### config.mk
export PLATFORM = sky130hd
export DESIGN_NAME = data_mem_ctrl
export DESIGN_NICKNAME = d
export VERILOG_FILES = /design/src/rtl/data_mem_ctrl.sv
export SDC_FILE = /design/constraint.sdc
export NUM_CORES = 2
export LEC_CHECK = 0
export BUFFER_PORTS_ARGS = -buffer_cell sky130_fd_sc_hd__buf_2
export CORE_ASPECT_RATIO = 0.8
export CORE_MARGIN = 3
export CORE_UTILIZATION = 40
export CTS_CLUSTER_DIAMETER = 100
export DETAILED_ROUTE_END_ITERATION = 12
export HOLD_SLACK_MARGIN = 0.1
export PLACE_DENSITY = 0.65
export SYNTH_ARGS = -nofsm -noshare
export SYNTH_HDL_FRONTEND = slang
export SYNTH_SLANG_ARGS = --single-unit
export TNS_END_PERCENT = 20
### constraint.sdc
create_clock -name clk -period 4.1 [get_ports clk]
set_input_delay 0.41 -clock clk [delete_from_list [all_inputs] [get_ports clk]]
set_output_delay 0.41 -clock clk [all_outputs]
set_load 0.02 [all_outputs]
### src/rtl/data_mem_ctrl.sv
// data_mem_ctrl
//   Multi-cycle data memory controller for the MEM stage of the pipeline.
//   It accepts one load or store from EX/MEM, stalls the pipeline while the
//   access is in flight, then pulses done for one cycle. The storage is an
//   array of 2^AW 16-bit words, indexed by the halfword address addr[AW:1].
//
// Ports
//   clk    in   1   rising-edge clock
//   rst    in   1   asynchronous active-high reset
//   addr   in  16   byte address (ALUOut_EM)
//   wdata  in  16   store data (R2Data_EM)
//   rd_en  in   1   load request (memReadEnable_EM)
//   wr_en  in   1   store request (memWriteEnable_EM)
//   halt   in   1   halt marker (halt_EM)
//   rdata  out 16   last load result, held until the next load completes
//   done   out  1   one-cycle completion pulse
//   stall  out  1   freezes EX/MEM and upstream stages while high
//   err    out  1   illegal request flag (misaligned or both enables set)
module data_mem_ctrl #(
  parameter int LATENCY = 4,
  parameter int AW      = 8
) (
  input  logic        clk,
  input  logic        rst,
  input  logic [15:0] addr,
  input  logic [15:0] wdata,
  input  logic        rd_en,
  input  logic        wr_en,
  input  logic        halt,
  output logic [15:0] rdata,
  output logic        done,
  output logic        stall,
  output logic        err
);

  typedef enum logic [1:0] {
    IDLE,
    BUSY,
    DONE,
    HALTED
  } state_t;

  state_t        state_q, state_d;
  logic [3:0]    cnt_q, cnt_d;
  logic [AW-1:0] idx_q, idx_d;
  logic [15:0]   wbuf_q, wbuf_d;
  logic          is_store_q, is_store_d;
  logic [15:0]   rdata_q, rdata_d;

  logic [15:0]   mem [0:(1<<AW)-1];

  logic          req;
  logic          req_valid;
  logic          access_now;
  logic          mem_we;
  logic          unused_addr;

  // Address bits above AW are ignored on purpose, so addresses alias.
  assign unused_addr = ^addr;

  assign req        = rd_en | wr_en;
  assign req_valid  = req && !addr[0] && (rd_en ^ wr_en);
  assign access_now = (state_q == BUSY) && (cnt_q == 4'd0);
  // Gating with rst keeps an aborted store from landing in the array.
  assign mem_we     = access_now && is_store_q && !rst;

  assign rdata = rdata_q;

  // Next-state and output decode. In IDLE any request, valid or not, takes
  // priority over halt; an invalid one just raises err and stays put.
  always_comb begin
    state_d    = state_q;
    cnt_d      = cnt_q;
    idx_d      = idx_q;
    wbuf_d     = wbuf_q;
    is_store_d = is_store_q;
    rdata_d    = rdata_q;
    stall      = 1'b0;
    done       = 1'b0;
    err        = 1'b0;

    case (state_q)
      IDLE: begin
        if (req) begin
          if (req_valid) begin
            stall      = 1'b1;
            idx_d      = addr[AW:1];
            wbuf_d     = wdata;
            is_store_d = wr_en;
            cnt_d      = 4'(LATENCY - 1);
            state_d    = BUSY;
          end else begin
            err = 1'b1;
          end
        end else if (halt) begin
          state_d = HALTED;
        end
      end

      // cnt counts down from LATENCY-1, so BUSY lasts LATENCY cycles and the
      // array is touched on the edge where cnt has reached zero.
      BUSY: begin
        stall = 1'b1;
        if (cnt_q != 4'd0) begin
          cnt_d = cnt_q - 4'd1;
        end else begin
          if (!is_store_q) begin
            rdata_d = mem[idx_q];
          end
          state_d = DONE;
        end
      end

      DONE: begin
        done    = 1'b1;
        state_d = IDLE;
      end

      HALTED: begin
        state_d = HALTED;
      end

      default: begin
        state_d = IDLE;
      end
    endcase
  end

  always_ff @(posedge clk or posedge rst) begin
    if (rst) begin
      state_q    <= IDLE;
      cnt_q      <= 4'd0;
      idx_q      <= '0;
      wbuf_q     <= 16'h0000;
      is_store_q <= 1'b0;
      rdata_q    <= 16'h0000;
    end else begin
      state_q    <= state_d;
      cnt_q      <= cnt_d;
      idx_q      <= idx_d;
      wbuf_q     <= wbuf_d;
      is_store_q <= is_store_d;
      rdata_q    <= rdata_d;
    end
  end

  // The array itself has no reset; contents survive rst.
  always_ff @(posedge clk) begin
    if (mem_we) begin
      mem[idx_q] <= wbuf_q;
    end
  end

endmodule

==> flow_summary.toml <==
[outcome]
status = "finished clean"

[yosys]
synth_fp_nets = 7183
ys_ff_latch = 4143
synthTopCellsByCount = "edfxtp_1 (4,096), mux4_2 (983), mux2i_1 (363)"
synth_cell_type_count = 72
synthCells = 7140
seq_area_frac_synth_pct = 77.8
syn_area_mm2 = 0.160
avgSynthCellArea_um2 = 22.3
ys.flop_type = "edfxtp_1"
yosys.area.top_type = "edfxtp_1"
yosys_warnings = 0
synth-edff-count = 4096
synth_area_leaders = "edfxtp_1 (77%), mux4_2 (14%), mux2i_1 (2.3%)"
netlist.area_leader.share_pct = 77.1
synthArstFlopShare_pct = 1.13
yosysMostFrequentCell = "edfxtp_1"

[sta]
tns_ns = 0
max_freq_ghz = 0.257
hold_violations = 0
layout_min_cycle_time_ns = 3.89
relSlewSlack_pct = 7.76
min_period_over_period_pct = 94.9
rsz0062_at_grt = "false"
whs_ns = 0.119
setup_viol = 0
tightest_slew_ns = 1.38
report.final.slew_viol_count = 0
clock_skew_ns = 0.0767

[floorplan]
die_width_um = 712
dieArea_mm2 = 0.406
coreArea_mm2 = 0.395
num_io_pins = 56
rows = 206
start_util_pct = 40.3
dieHeight_um = 571

[cells_and_area]
fin_util_pct = 46.7
drive_gt1_share_pct = 30.6
area_growth_pct = 15.7
finalNetCount = 7973
n_fill_cell = 32100

[critical_path]
crit_chain = "nor2b_4 -> buf_12 -> buf_4 -> a22oi_1 -> nand3_1 -> o21ai_0 -> o211ai_1 -> buf_4 -> a31oi_1"
critPathKind = "reg2reg"
cp_top_family = "compound AO/OA/AOI/OAI gates"
cp_max_fo = 25
crit_path_top_delay_cell = "dfrtp_4"
cp.buffers_inverters = 3
cp_data_required_time_ns = 4.87
max_stage_delay_ns = 0.77
startpoint_type = "flip-flop"
crit_top_cell = "buf_4"
worstSetupEndpointType = "flip-flop"
arrival_ns = 4.66

[clock_network]
clk_pin_slew_ns = 0.07
htreeDepth = 5
root_buffer = "clkbuf_16"
post_cts_buffers = 0
cts.path.max_buffers = 4
clk_latency_ns = 0.96
cts_buffers = 387
cts_tree = "built"
cts.sinks = 4143

[drt]
num_vias = 80200
ant_nets = 0
viasPerCell = 5.92
drc = 0
first_iter_violations = 12300
routed_wl_mm = 431
drt-pass1-iter-count = 8
drt-wirelength-per-cell_um = 31.8

[grt]
grt_pass1_vias = 78600
antenna_found_initial = 23
overflow = 0
grt_start_max_net_pins = 167
grt_pass1_wl_mm = 608
track_usage_pct = 20.9

[pwr]
leakage_uw = 0.0582
ir_worst_vdd_mv = 0.561
power_density_mw_per_mm2 = 711
fin_total_pwr_uw = 131000

[run]
cap_viol_max_count = 0

[place]
detailed_place_hpwl_mm = 270
portBuffers = 48
gp_congestion = 0.873

[worst_hold_path]
hold_path_class = "in2async"
-- metrics by stage --
stage	area (µm²)	cells	setup slack, ns
2_1_floorplan	160000	7140	0.116
3_3_place_gp	172000	12800	0.0420
3_5_place_dp	172000	12800	0.0299
4_1_cts	185000	13600	0.241
5_1_grt	185000	13600	0.100
6_report	185000	13600	0.207
-- layout make-up --
class	count	area, µm²	share of cell area, %
Sequential cell	4143	124000	67.3
Inverter	13	52.6	0.0285
Clock buffer	455	10000	5.44
Multi-Input combinational cell	2579	33300	18.0
Antenna cell	1	2.50	0.00136
Clock inverter	251	2600	1.41
Timing Repair Buffer	806	7730	4.19
Tap cell	5304	6640	3.59
-- layout by cell type, fill, tap and decap left out, types with 10 or more instances in the layout --
cell type,Yosys,routed
nor2_1,313,257
mux2_2,83,83
clkinv_1,1,82
nand2b_1,12,11
o21ai_0,90,90
o211ai_1,11,11
nor2_2,0,55
a22oi_1,133,133
a21oi_1,109,109
a31oi_1,33,33
buf_12,0,138
mux4_2,983,983
o22ai_1,58,58
nor3_1,21,21
a221oi_1,10,10
o22a_1,20,20
clkbuf_1,119,61
nand3_1,36,36
clkinv_2,0,83
edfxtp_1,4096,4096
nor4_1,14,12
a32oi_1,19,19
dfrtp_4,0,21
dlygate4sd3_1,0,29
nand2_2,0,11
clkbuf_16,0,390
buf_4,82,591
dfrtp_1,47,23
bufinv_16,0,43
inv_1,11,10
mux2i_1,363,363
nor2b_1,14,11
buf_2,155,48
a211oi_1,12,12
clkinvlp_4,0,18
nand2_1,121,110
and3_1,11,11
-- routing by layer --
metal | vias to the layer above | part of all wire (%) | GRT usage, %
met1 | 42700 | 40 | 30.6
met2 | 4983 | 43 | 29.9
li1 | 31800 | - | -
met5 | - | 0.019 | 0
met4 | 14 | 3.3 | 6.31
met3 | 664 | 13 | 6.62
-- cell families after synthesis --
| group | count (synthesis) | synth area share (%) |
|---|---|---|
| flip-flops | 4143 | 77.8 |
| adder cells (fa/ha/maj) | 6 | 0.0471 |
| XOR/XNOR | 2 | 0.0110 |
| multiplexers | 1429 | 16.7 |
| AO/OA/AOI/OAI | 559 | 2.33 |
| AND/OR/NAND/NOR | 583 | 1.60 |
| buffers and inverters | 418 | 1.43 |
-- what timing repair did --
action | 4_1_cts | 5_1_grt
hold buffers | 29 | 0
resized for setup | 1 | 0
endpoints found under the setup margin | 1 | 0
hold endpoints to repair | 51 | 0
-- sequential cells by signal, indices dropped and copies added (netlist names) --
name        cells
idx_q           8
rdata          16
mem          4096
state_q         2
cnt_q           4
is_store_q      1
wbuf_q         16
-- final timing paths --
path / to / slack (ns) / startpoint / cells past startpoint
max: rdata[5]$_DFFE_PP0P_ / 0.21 / idx_q[5]$_DFFE_PP0P_ / 9
min: idx_q[1]$_DFFE_PP0P_ / 0.12 / rst / 3
max reg2reg: rdata[5]$_DFFE_PP0P_ / 0.21 / idx_q[5]$_DFFE_PP0P_ / 9
min reg2reg: rdata[2]$_DFFE_PP0P_ / 0.56 / rdata[2]$_DFFE_PP0P_ / 2
max in group asynchronous: wbuf_q[14]$_DFFE_PP0P_ / 2.93 / rst / 4
min in group clk: state_q[1]$_DFFE_PP0P_ / 0.23 / rd_en / 6
-- power by group --
group	switching (µW)	internal (µW)
combinational	25000	15000
clock	15800	20300
sequential	2170	53000
-- tightest hold or removal path, delay by kind of cell --
family | cells | cell delay, ns
buf+inv | 3 | 1.05
No activity file was read; power rests on OpenSTA's default activity.
